[src/rtl/div_pkg.sv]
// Shared definitions for the sequential restoring divider.
package div_pkg;

    // Default operand/result width of the divider.
    localparam int DIV_WIDTH = 32;

    // Control states of the divider sequencer.
    typedef enum logic [1:0] {
        IDLE  = 2'd0,
        RUN   = 2'd1,
        FIXUP = 2'd2,
        DONE  = 2'd3
    } div_state_t;

    // True when a value is negative under two's-complement interpretation.
    function automatic logic is_neg(input logic msb, input logic issigned);
        is_neg = msb & issigned;
    endfunction

endpackage

[src/rtl/div_negate.sv]
// Conditional two's-complement negation: dout = neg ? -din : din.
// Used for operand magnitudes and for applying the result signs.
module div_negate
    import div_pkg::*;
#(
    parameter int WIDTH = DIV_WIDTH
) (
    input  logic [WIDTH-1:0] din,
    input  logic             neg,
    output logic [WIDTH-1:0] dout
);

    // Invert-and-increment when negation is requested, pass through otherwise.
    always_comb begin
        dout = din;
        if (neg) begin
            dout = ~din + {{(WIDTH-1){1'b0}}, 1'b1};
        end else begin
            dout = din;
        end
    end

endmodule

[src/rtl/div.sv]
// Sequential restoring divider, one shift-subtract step per clock.
// Signed operation divides magnitudes and fixes the signs afterwards, so the
// quotient truncates toward zero and the remainder follows the dividend sign.
module div
    import div_pkg::*;
#(
    parameter int WIDTH = DIV_WIDTH
) (
    input  logic             clk,
    input  logic             reset,
    input  logic             start,
    input  logic [WIDTH-1:0] a,
    input  logic [WIDTH-1:0] b,
    input  logic             issigned,
    output logic             busy,
    output logic             done,
    output logic [WIDTH-1:0] quotient,
    output logic [WIDTH-1:0] remainder,
    output logic             divzero
);

    localparam logic [WIDTH-1:0] LAST_CNT = (WIDTH)'(WIDTH - 1);
    localparam logic [WIDTH-1:0] CNT_ONE  = {{(WIDTH-1){1'b0}}, 1'b1};

    div_state_t       state_r;
    logic [WIDTH-1:0] cnt_r;
    logic [WIDTH-1:0] a_orig_r;     // original dividend, returned as remainder on b == 0
    logic [WIDTH-1:0] bmag_r;       // divisor magnitude
    logic [WIDTH-1:0] quo_r;        // dividend bits shift out, quotient bits shift in
    logic [WIDTH:0]   rem_r;        // partial remainder
    logic             sign_q_r;
    logic             sign_r_r;
    logic             bzero_r;
    logic             busy_r;
    logic             done_r;
    logic [WIDTH-1:0] quotient_r;
    logic [WIDTH-1:0] remainder_r;
    logic             divzero_r;

    logic             a_neg_s;
    logic             b_neg_s;
    logic             bzero_s;
    logic [WIDTH-1:0] amag_s;
    logic [WIDTH-1:0] bmag_s;
    logic [WIDTH-1:0] qres_s;
    logic [WIDTH-1:0] rres_s;
    logic [WIDTH:0]   shift_s;
    logic [WIDTH+1:0] diff_s;
    logic             fits_s;
    logic [WIDTH:0]   rem_next_s;
    logic [WIDTH-1:0] quo_next_s;

    assign a_neg_s = is_neg(a[WIDTH-1], issigned);
    assign b_neg_s = is_neg(b[WIDTH-1], issigned);
    assign bzero_s = (b == {WIDTH{1'b0}});

    div_negate #(.WIDTH(WIDTH)) u_amag (.din(a),                 .neg(a_neg_s),  .dout(amag_s));
    div_negate #(.WIDTH(WIDTH)) u_bmag (.din(b),                 .neg(b_neg_s),  .dout(bmag_s));
    div_negate #(.WIDTH(WIDTH)) u_qfix (.din(quo_r),             .neg(sign_q_r), .dout(qres_s));
    div_negate #(.WIDTH(WIDTH)) u_rfix (.din(rem_r[WIDTH-1:0]),  .neg(sign_r_r), .dout(rres_s));

    // One restoring step: shift in the next dividend bit, subtract the divisor if it fits.
    always_comb begin
        shift_s    = {rem_r[WIDTH-1:0], quo_r[WIDTH-1]};
        diff_s     = {rem_r[WIDTH], shift_s} - {2'b00, bmag_r};
        fits_s     = ~diff_s[WIDTH+1];
        rem_next_s = shift_s;
        if (fits_s) begin
            rem_next_s = diff_s[WIDTH:0];
        end else begin
            rem_next_s = shift_s;
        end
        quo_next_s = {quo_r[WIDTH-2:0], fits_s};
    end

    // Sequencer, datapath registers and registered outputs.
    always_ff @(posedge clk or negedge reset) begin
        if (!reset) begin
            state_r     <= IDLE;
            cnt_r       <= {WIDTH{1'b0}};
            a_orig_r    <= {WIDTH{1'b0}};
            bmag_r      <= {WIDTH{1'b0}};
            quo_r       <= {WIDTH{1'b0}};
            rem_r       <= {(WIDTH+1){1'b0}};
            sign_q_r    <= 1'b0;
            sign_r_r    <= 1'b0;
            bzero_r     <= 1'b0;
            busy_r      <= 1'b0;
            done_r      <= 1'b0;
            quotient_r  <= {WIDTH{1'b0}};
            remainder_r <= {WIDTH{1'b0}};
            divzero_r   <= 1'b0;
        end else begin
            case (state_r)
                IDLE, DONE: begin
                    done_r <= 1'b0;
                    if (start) begin
                        a_orig_r <= a;
                        bmag_r   <= bmag_s;
                        quo_r    <= amag_s;
                        rem_r    <= {(WIDTH+1){1'b0}};
                        cnt_r    <= {WIDTH{1'b0}};
                        sign_q_r <= a_neg_s ^ b_neg_s;
                        sign_r_r <= a_neg_s;
                        bzero_r  <= bzero_s;
                        busy_r   <= 1'b1;
                        if (bzero_s) begin
                            state_r <= FIXUP;
                        end else begin
                            state_r <= RUN;
                        end
                    end else begin
                        busy_r  <= 1'b0;
                        state_r <= IDLE;
                    end
                end
                RUN: begin
                    rem_r <= rem_next_s;
                    quo_r <= quo_next_s;
                    cnt_r <= cnt_r + CNT_ONE;
                    if (cnt_r == LAST_CNT) begin
                        state_r <= FIXUP;
                    end else begin
                        state_r <= RUN;
                    end
                end
                FIXUP: begin
                    if (bzero_r) begin
                        quotient_r  <= {WIDTH{1'b1}};
                        remainder_r <= a_orig_r;
                        divzero_r   <= 1'b1;
                    end else begin
                        quotient_r  <= qres_s;
                        remainder_r <= rres_s;
                        divzero_r   <= 1'b0;
                    end
                    busy_r  <= 1'b0;
                    done_r  <= 1'b1;
                    state_r <= DONE;
                end
                default: begin
                    busy_r  <= 1'b0;
                    done_r  <= 1'b0;
                    state_r <= IDLE;
                end
            endcase
        end
    end

    assign busy      = busy_r;
    assign done      = done_r;
    assign quotient  = quotient_r;
    assign remainder = remainder_r;
    assign divzero   = divzero_r;

endmodule
[config.mk]
export PLATFORM = sky130hd
export DESIGN_NAME = div
export DESIGN_NICKNAME = d
export VERILOG_FILES = /design/src/rtl/div_pkg.sv /design/src/rtl/div_negate.sv /design/src/rtl/div.sv
export SDC_FILE = /design/constraint.sdc
export NUM_CORES = 1
export LEC_CHECK = 0
export CELL_PAD_IN_SITES_DETAIL_PLACEMENT = 1
export CELL_PAD_IN_SITES_GLOBAL_PLACEMENT = 2
export CORE_MARGIN = 10
export CORE_UTILIZATION = 34
export CTS_BUF_LIST = sky130_fd_sc_hd__clkbuf_4 sky130_fd_sc_hd__clkbuf_8
export CTS_CLUSTER_SIZE = 8
export DETAILED_ROUTE_END_ITERATION = 16
export PLACE_DENSITY = 0.9
export SETUP_SLACK_MARGIN = 0.05
export SLEW_MARGIN = 5
export SYNTH_ARGS = -nofsm -noshare
export SYNTH_HDL_FRONTEND = slang
export SYNTH_SLANG_ARGS = --single-unit
[constraint.sdc]
create_clock -name clk -period 3.2 [get_ports clk]
set_input_delay 0.48 -clock clk [delete_from_list [all_inputs] [get_ports clk]]
set_output_delay 0.48 -clock clk [all_outputs]
set_load 0.005 [all_outputs]
---- Word-level counts from Yosys, hierarchy flattened ----
Cells that the tools add are included.
W data, S select, Z words.
word-level totals
  register bits after elaboration ......... 233
  input port bits ......................... 68
  word-level logic and storage cells ...... 61
operators by class
  $add $sub $neg .......................... 6
  eq/ne operators ......................... 5
  mux-type cells .......................... 21
  bitwise operators ....................... 8
  reductions and logical operators ........ 7
operator list
  kind                     count
  $mux W32                 8
  $add A32 B1 Y32 const B  5
  $not A32 Y32             4
  $pmux W32 S2             2
  $mux W33                 2
  $pmux W33 S2             1
  $sub A34 B32 Y34         1
  $eq A32 B5 Y1 const B    1
  $logic_not A32 Y1        1
  $mux W2                  3
  $pmux W2 S3              1
  $eq A2 B2 Y1 const B     2
  $pmux W1 S2              2
  $reduce_and A2 Y1        2
  $reduce_bool A2 Y1       2
  $and A1 B1 Y1            2
  $eq A2 B1 Y1 const B     1
  $logic_not A2 Y1         1
  $mux W1                  2
  $ne A2 B2 Y1 const B     1
  $reduce_or A2 Y1         1
  $not A1 Y1               1
  $xor A1 B1 Y1            1

---- Logic depth before layout (Yosys ltp) ----
Gate-level depths: netlist (run 1).
  depth in word-level cells ............... 5
  mapped depth ............................ 14
  gate-level depth less buffers ........... 14

---- Hierarchy ----
From an unflattened synthesis (run 1), not the netlist that was laid out.
unflattened totals
  cell total of the unflattened synthesis .. 1665
  area total of the unflattened synthesis .. 15802.7 um^2
by module, submodules not included
  module      times used  cells an instance  area each (um^2)  seq. area each (um^2)
  div         1           1269               12694.7           5830.6
  div_negate  4           99                 777.0             0.0

---- Least setup slack after synthesis (run 1) ----
No wires, ideal clock.
  kind .................................... reg-to-reg
  start point ............................. register quo_r[1]
  end point ............................... register quotient_r[28] (netlist: quotient[28])
  library setup time ...................... 137 ps
  arrival time ............................ 3212 ps
  required time ........................... 3063 ps
  path slack .............................. -149 ps
  stages on the path, launching flop included .. 13
  buffers on the path ..................... 0
  period minus slack after synthesis ...... 3349 ps
  cells stage by stage .................... dfrtp_1 inv_1 ha_1 nand2b_1 or4_1 or2_4 or4_4 or3_1 or3_4 or3_4 o31ai_4 xor2_1 a21oi_1
between the ends
  word-level cells in the longest chain between the ends .. 4
RTL lines
  what                    line              source
  from (decl)             div.sv:29         logic [WIDTH-1:0] quo_r;
  from (signal assigned)  div.sv:83         quo_r <= {WIDTH{1'b0}};
  from (signal assigned)  div.sv:100        quo_r <= amag_s;
  from (signal assigned)  div.sv:119        quo_r <= quo_next_s;
  $not A32 Y32            div_negate.sv:17  dout = ~din + {{(WIDTH-1){1'b0}}, 1'b1};
  $add A32 B1 Y32         div_negate.sv:17
  $mux W32                div_negate.sv:16  if (neg) begin
  $mux W32                div.sv:128        if (bzero_r) begin
  to (signal assigned)    div.sv:90         quotient_r <= {WIDTH{1'b0}};
  to (signal assigned)    div.sv:129        quotient_r <= {WIDTH{1'b1}};
  to (signal assigned)    div.sv:133        quotient_r <= qres_s;
  to (decl)               div.sv:36         logic [WIDTH-1:0] quotient_r;
No other way between the ends.
A chain may end at the register's enable or synchronous reset.

---- Worst setup path in the final report (run 1) ----
Ends and elaborated chain as after synthesis.

==> parameters.txt, run 1 <==
Parameter                              Value

Critical path
  Kind of capture point of the worst setup path    register
  Library cell appearing most often on the critical path    sky130_fd_sc_hd__or3_4
  Worst setup path class    reg -> reg
  Arrival time at the worst endpoint    about 4000 ps
  Buf+Inv Stages, Crit Path    1
  Cells along the critical path    inv_2 -> ha_4 -> nand2b_4 -> or4_4 -> or2_4 -> or4_4 -> or3_4 -> or3_4 -> or3_4 -> o31ai_4 -> xor2_1 -> a21oi_1
  Worst path slowest cell    sky130_fd_sc_hd__or4_4
  Setup crit start kind    register
  Largest delay share family, worst path    simple AND/OR/NAND/NOR gates
  CP Max Fanout    3
  Required arrival time at the worst endpoint    between 3000 and 4000 ps
  Highest cell delay on the worst timing path    approximately 440 ps

Route
  Number of routed nets with antenna violations    0
  Routed wire per std cell    20.2 um
  First-pass iteration count of the detailed router    5
  Total via count after detailed routing    roughly 13000
  Final wirelength    a little under 50000 um
  Violation count after the first detailed-route iteration    ~730
  Via count normalized by instance count    between 5 and 6
  Total DRC errors in the routed layout    0

Clock tree
  Cts bufs inserted    between 40 and 50
  H-tree levels    2
  Clock latency of the later-clocked register in the worst-skew pair    slightly below 600 ps
  Clock-pin transition on the worst setup and hold timing paths    60 ps
  Clock sink count    233
  Number of buffers on the longest clock path    3
  TritonCTS clock tree    yes
  Root buf cell    sky130_fd_sc_hd__clkbuf_8

Cells and area
  Number of nets in the final layout    between 1500 and 2000
  Reg area    5830 um^2
  Antenna diode count    0
  Synth-to-layout area growth    28.9%
  Multi-input gate area in the final layout    about 8100 um^2
  Fill count    4704
  Layout Cell Area excl Fill    roughly 18000 um^2
  Share of layout cells above drive strength 1    around 20%
  Leading cell type in the layout, fill and taps excluded    sky130_fd_sc_hd__dfrtp_1
  Commonest cells after routing, fill and taps aside    sky130_fd_sc_hd__dfrtp_1, sky130_fd_sc_hd__nand2_1, sky130_fd_sc_hd__o21ai_0, sky130_fd_sc_hd__buf_4, sky130_fd_sc_hd__nor2_1

Synthesis
  Avg Synthesized Cell Area    between 8 and 9 um^2
  Post-Syn Area    14200 um^2
  Seq/Total Area, Yosys    41.1%
  Mapped Nets    1698
  Proportion of register bits with asynchronous set or reset after synthesis    100%
  Warnings, synthesis    0
  Unique cell type count in the Yosys netlist    61
  Cells after synthesis    around 1600
  Number of synthesized register bits    between 200 and 250
  Count of flip-flops with a built-in enable after synthesis    0
  Most used DFF post-synth    sky130_fd_sc_hd__dfrtp_1

Timing
  Fmax    between 200 and 300 MHz
  Unrepaired setup endpoints after global routing    yes
  Hold Violations, Final    0
  Final number of max-transition violations    0
  Relative max-transition margin    between 20% and 30%
  Post-route fraction of the period consumed by the critical path    109%
  Final setup margin    -277 ps
  Final setup violation count    9
  Final worst clock skew    31.1 ps
  Final critical delay including setup and external delays    3480 ps
  Measured slew at the worst slew-check pin    1070 ps

GRT
  Via count of the first global-routing pass    around 14000
  Sum of overflow across all layers after global routing    0
  Initial antenna violation count    1
  First-pass GRT wire length    76900 um
  Global-route usage over all layers    between 10% and 20%
  Largest net degree at the start of global routing    74

Floorplan
  Core area    slightly above 40000 um^2
  Starting density of the core    approximately a third
  Placement row count    74
  Overall die height    about 220 um
  Horizontal extent of the die    approximately 220 um
  # IOs    135
  Floorplan die area    between 50000 and 60000 um^2

Placement
  Total placed instance area    between 15000 and 20000 um^2
  Number of I/O port buffers    ~130
  Post-place setup slack    -388 ps
  GP Congestion    approximately 0.86
  Detailed-placement wirelength estimate    approximately 36000 um

Pwr
  Leak    roughly 7.8 nW
  Power density over cell area    about 900 nW/um^2
  Largest vdd supply drop    ~0.00042 V

Run status
  Run status    finished with violations
  Violations in the final reports    negative setup slack

Min path
  Path class of the lowest-slack min-delay path    in -> async

Job
  Maximum Capacitance Violations    0
metal layers:
layer	up-vias	GRT usage, %	wire length, um
li1	6109	-	-
met1	6438	23.6	21700
met2	278	31.7	23100
met3	81	3.10	2140
met4	2	6.32	1390
met5	-	0	9
registers in the layout, summed over array words and instances (netlist names), 2 cells and up:
register / cells
rem_r: 33
remainder: 32
bmag_r: 32
quotient: 32
state_r: 2
cnt_r: 32
a_orig_r: 32
quo_r: 32
per-stage QoR:
| step | hold slack (ps) | cells | utilization [%] | TNS (ps) | power [mW] |
|---|---|---|---|---|---|
| detailed placement | 471 | 2311 | 41.4 | -3270 | 12.8 |
| floorplan | 184 | 1589 | - | -306 | 9.67 |
| finish | 468 | 2398 | 44.6 | -1240 | 16.5 |
| global route | 495 | 2398 | 44.6 | -2240 | 17.6 |
| global placement | 462 | 2311 | 41.4 | -1920 | 12.4 |
| CTS | 464 | 2390 | 43.9 | -1150 | 16.1 |
logic make-up (layout without fill, tap and decap cells):
group	after synthesis	in the layout	share of synthesized area, %
AO/OA/AOI/OAI	428	428	17.6
XOR/XNOR	173	173	10.7
AND/OR/NAND/NOR	473	473	15.4
adder cells (fa/ha/maj)	41	41	3.67
buffers and inverters	142	419	3.80
flip-flops	233	233	41.1
multiplexers	99	99	7.66
area by class of cell:
type                       instances  share of cell area, %
clock buffer                      65                   4.48
clock inverter                     9                  0.555
inverter                          56                   1.15
multi-input combinational       1214                   44.2
sequential                       233                   31.9
tap                              532                   3.64
timing repair buffer             289                   14.1
synth_stat cells (4+ instances only):
cell type,count,area [um^2]
sky130_fd_sc_hd__dfrtp_1,233,5830
sky130_fd_sc_hd__nand2_1,168,631
sky130_fd_sc_hd__o21ai_0,159,796
sky130_fd_sc_hd__nor2_1,138,518
sky130_fd_sc_hd__a21oi_1,127,636
sky130_fd_sc_hd__xor2_1,101,885
sky130_fd_sc_hd__mux2_2,76,856
sky130_fd_sc_hd__xnor2_1,72,631
sky130_fd_sc_hd__clkbuf_1,68,255
sky130_fd_sc_hd__inv_1,55,206
sky130_fd_sc_hd__o22ai_1,52,325
sky130_fd_sc_hd__ha_1,40,500
sky130_fd_sc_hd__mux2i_1,23,230
sky130_fd_sc_hd__nand3_1,23,115
sky130_fd_sc_hd__or3_1,23,144
sky130_fd_sc_hd__nor3_1,21,105
sky130_fd_sc_hd__o31ai_1,21,158
sky130_fd_sc_hd__nand4_1,20,125
sky130_fd_sc_hd__nor2b_1,14,87.6
sky130_fd_sc_hd__nor4_1,14,87.6
sky130_fd_sc_hd__buf_1,13,48.8
sky130_fd_sc_hd__nand2b_1,13,81.3
sky130_fd_sc_hd__or4_1,13,97.6
sky130_fd_sc_hd__o41ai_1,10,87.6
sky130_fd_sc_hd__a21o_1,7,52.6
sky130_fd_sc_hd__a221o_1,7,70.1
sky130_fd_sc_hd__a2bb2oi_1,6,52.6
sky130_fd_sc_hd__and3_1,6,37.5
sky130_fd_sc_hd__o21a_1,6,45.0
sky130_fd_sc_hd__a22oi_1,5,37.5
sky130_fd_sc_hd__and2_1,5,31.3
sky130_fd_sc_hd__a211oi_1,4,30.0
sky130_fd_sc_hd__buf_2,4,20.0
sky130_fd_sc_hd__o211ai_1,4,30.0
sky130_fd_sc_hd__or2_2,4,25.0
worst paths after layout:
path / slack, ps / start / depth (start not counted) / end
hold / removal: 470 / reset / 2 / remainder[13]$_DFFE_PN0P_
hold reg to reg: 480 / bmag_r[27]$_DFFE_PN0P_ / 2 / bmag_r[27]$_DFFE_PN0P_
max in group asynchronous: 1950 / reset / 3 / remainder[21]$_DFFE_PN0P_
setup reg to reg: -280 / quo_r[1]$_DFFE_PN0P_ / 12 / quotient[28]$_DFFE_PN0P_
setup / recovery: -280 / quo_r[1]$_DFFE_PN0P_ / 12 / quotient[28]$_DFFE_PN0P_
min in group clk: 480 / bmag_r[27]$_DFFE_PN0P_ / 2 / bmag_r[27]$_DFFE_PN0P_
report_power, final:
| group | switching, mW | total, mW | internal (mW) |
|---|---|---|---|
| Clock | 1.31 | 3.10 | 1.79 |
| Sequential | 0.806 | 4.54 | 3.74 |
| Combinational | 4.93 | 8.82 | 3.89 |
timing repair:
item                                    in CTS  in global routing
hold endpoints to repair                    59                  0
pin swaps                                    9                 21
hold buffers                                 1                  0
endpoints found under the setup margin      28                 47
buffers inserted                             4                  7
gates resized for setup                     19                 40
cloned                                       0                  1
No activity file was read; power rests on OpenSTA's default activity.
==> inputs of run 2 (changes only) <==
--- a/config.mk
+++ b/config.mk
@@ -8,11 +8,10 @@
 export CELL_PAD_IN_SITES_DETAIL_PLACEMENT = 1
 export CELL_PAD_IN_SITES_GLOBAL_PLACEMENT = 2
 export CORE_MARGIN = 10
-export CORE_UTILIZATION = 34
-export CTS_BUF_LIST = sky130_fd_sc_hd__clkbuf_4 sky130_fd_sc_hd__clkbuf_8
+export CORE_UTILIZATION = 33
 export CTS_CLUSTER_SIZE = 8
 export DETAILED_ROUTE_END_ITERATION = 16
-export PLACE_DENSITY = 0.9
+export PLACE_DENSITY = 0.88
 export SETUP_SLACK_MARGIN = 0.05
 export SLEW_MARGIN = 5
 export SYNTH_ARGS = -nofsm -noshare
==> run 2 against run 1 <==
The run still ends with negative setup slack left. Hold slack gained 5.2 ps. Clock skew decreased by 17 ps. Count of clock-buffer cells in the layout fell by 28. Total power decreased by 0.63%. First-iteration DRC count fell by 9.7%. Non-clock buffer count fell by 10. Sequential power about the same. Global-route usage decreased by 0.58 points. Die area up 2.8%. Register-to-register slack gained 70 ps. Critical endpoint unchanged. Largest power group unchanged. Highest routed layer is now met4.
==> parameters.txt, run 2 (synthesis gave the netlist of run 1 again) <==
Parameter                              Value

Critical path
  Cells along the critical path    inv_2 -> ha_4 -> nand2b_4 -> or4_4 -> or2_4 -> or4_4 -> or3_4 -> or3_4 -> or3_4 -> o31ai_4 -> xor2_1 -> a21oi_1 (unchanged)
  Required arrival time at the worst endpoint    3580 ps (was 3650 ps)
  Setup crit start kind    register (unchanged)
  Arrival time at the worst endpoint    3780 ps (was 3930 ps)
  Highest cell delay on the worst timing path    440 ps (about the same)
  Worst path slowest cell    sky130_fd_sc_hd__or4_4 (unchanged)
  Library cell appearing most often on the critical path    sky130_fd_sc_hd__or3_4 (unchanged)
  Kind of capture point of the worst setup path    register (unchanged)
  CP Max Fanout    3 (unchanged)
  Worst setup path class    reg -> reg (unchanged)

Timing
  Final worst hold slack    473 ps (was 468 ps)
  Sum of negative setup slack    -514 ps (was -1240 ps)
  Unrepaired setup endpoints after global routing    yes (unchanged)
  Hold Violations, Final    0 (unchanged)
  Final critical delay including setup and external delays    3400 ps (was 3480 ps)
  Post-route fraction of the period consumed by the critical path    106% (was 109%)
  Final number of max-transition violations    0 (unchanged)
  Final setup margin    -203 ps (was -277 ps)
  Final setup violation count    5 (was 9)
  Fmax    294 MHz (was 288 MHz)
  Relative max-transition margin    18.5% (was 28.4%)
  Measured slew at the worst slew-check pin    1220 ps (was 1070 ps)
  Final worst clock skew    14.1 ps (was 31.1 ps)

Placement
  Total placed instance area    16900 um^2 (was 17000 um^2)
  Detailed-placement wirelength estimate    34900 um (was 35600 um)
  Post-place setup slack    -399 ps (was -388 ps)
  GP Congestion    0.890 (was 0.857)
  Number of I/O port buffers    134 (unchanged)

Pwr
  Leak    7.68 nW (was 7.81 nW)
  Total design power    16.4 mW (was 16.5 mW)
  Power density over cell area    902 nW/um^2 (was 901 nW/um^2)
  Largest vdd supply drop    0.000421 V (was 0.000424 V)

GRT
  Via count of the first global-routing pass    13400 (was 14000)
  Largest net degree at the start of global routing    74 (unchanged)
  Global-route usage over all layers    18.1% (was 18.7%)
  First-pass GRT wire length    75100 um (was 76900 um)
  Initial antenna violation count    0 (was 1)
  Sum of overflow across all layers after global routing    0 (unchanged)

Cells and area
  Commonest cells after routing, fill and taps aside    sky130_fd_sc_hd__dfrtp_1, sky130_fd_sc_hd__nand2_1, sky130_fd_sc_hd__o21ai_0, sky130_fd_sc_hd__buf_4, sky130_fd_sc_hd__nor2_1 (unchanged)
  Reg with most FFs    rem_r (unchanged)
  Number of nets in the final layout    1928 (was 1946)
  Fill count    4859 (was 4704)
  Leading cell type in the layout, fill and taps excluded    sky130_fd_sc_hd__dfrtp_1 (unchanged)
  Synth-to-layout area growth    27.9% (was 28.9%)
  Layout Cell Area excl Fill    18100 um^2 (was 18300 um^2)
  Max FFs per register    33 (unchanged)
  Share of layout cells above drive strength 1    17.2% (was 19.5%)
  Antenna diode count    0 (unchanged)

Clock tree
  Clock sink count    233 (unchanged)
  TritonCTS clock tree    yes (unchanged)
  H-tree levels    2 (unchanged)
  Cts bufs inserted    35 (was 43)
  Clock-pin transition on the worst setup and hold timing paths    50 ps (was 60 ps)
  Root buf cell    sky130_fd_sc_hd__clkbuf_16 (was sky130_fd_sc_hd__clkbuf_8)
  Number of buffers on the longest clock path    3 (unchanged)
  Clock latency of the later-clocked register in the worst-skew pair    520 ps (was 590 ps)

Run status
  Run status    finished with violations (unchanged)
  Violations in the final reports    negative setup slack (unchanged)

Floorplan
  Overall die height    227 um (was 224 um)
  Core area    42200 um^2 (was 41000 um^2)
  Placement row count    75 (was 74)
  Starting density of the core    33.6% (was 34.6%)
  # IOs    135 (unchanged)
  Floorplan die area    51700 um^2 (was 50300 um^2)
  Horizontal extent of the die    227 um (was 224 um)

Route
  Final wirelength    47100 um (was 48400 um)
  First-pass iteration count of the detailed router    7 (was 5)
  Number of routed nets with antenna violations    0 (unchanged)
  Via count normalized by instance count    5.36 (was 5.38)
  Total DRC errors in the routed layout    0 (unchanged)
  Violation count after the first detailed-route iteration    661 (was 732)
  Routed wire per std cell    20.0 um (was 20.2 um)
  Total via count after detailed routing    12700 (was 12900)

Min path
  Path class of the lowest-slack min-delay path    reg -> reg (was in -> async)

Job
  Maximum Capacitance Violations    0 (unchanged)
==> run 2: worst paths after layout <==
| check | slack (ps) | start | endpoint | cells after the start |
|---|---|---|---|---|
| max | -200 | quo_r[1]$_DFFE_PN0P_ | quotient[28]$_DFFE_PN0P_ | 12 |
| min | 470 | bmag_r[1]$_DFFE_PN0P_ | bmag_r[1]$_DFFE_PN0P_ | 2 |
| max reg2reg | -200 | quo_r[1]$_DFFE_PN0P_ | quotient[28]$_DFFE_PN0P_ | 12 |
| min reg2reg | 470 | bmag_r[1]$_DFFE_PN0P_ | bmag_r[1]$_DFFE_PN0P_ | 2 |
| max in group asynchronous | 1840 | reset | rem_r[0]$_DFFE_PN0P_ | 3 |
| min in group asynchronous | 530 | reset | remainder[9]$_DFFE_PN0P_ | 2 |
==> run 2: metal layers <==
metal / global-route usage, % / share of wire, % / vias to the layer above
li1: - / - / 6051
met1: 23.3 / 45 / 6290
met5: 0 / 0 / -
met3: 3.05 / 4.7 / 70
met4: 5.93 / 2.8 / 0
met2: 30.3 / 48 / 248
==> run 2: repair_timing <==
action / 4_1_cts / 5_1_grt
hold buffers: 1 / 0
endpoints found under the hold margin: 64 / 0
buffers inserted: 3 / 6
gates cloned: 0 / 1
setup endpoints to repair: 30 / 54
pin swaps: 9 / 20
gates resized for setup: 17 / 37
==> run 2: layout make-up <==
class                      count  area [um^2]  area share, %
clock inverter                 2         16.3         0.0897
clock buffer                  37          883           4.87
sequential                   233         5830           32.2
multi-input combinational   1214         8020           44.2
timing repair buffer         279         2490           13.7
inverter                      56          210           1.16
tap                          539          674           3.72
==> run 2: power by group <==
| group | switching [mW] | internal [mW] | leakage [nW] |
|---|---|---|---|
| sequential | 0.825 | 3.74 | 3.01 |
| clock | 1.31 | 1.93 | 0.438 |
| combinational | 4.74 | 3.82 | 4.24 |
==> run 2: stage by stage <==
| step | utilization (%) | instances |
|---|---|---|
| floorplan | - | 1589 |
| global placement | 40.1 | 2310 |
| detailed placement | 40.1 | 2310 |
| CTS | 42.5 | 2353 |
| global route | 42.9 | 2360 |
| finish | 42.9 | 2360 |
==> run 2: worst max-delay path: cells and delay by family, from the launching register on <==
kind            cells  cell delay, ps
compound gates      2             270
simple gates        7            2210
buf+inv             1              90
fa+ha+maj           1             150
xor+xnor            1             160
flops               1             390
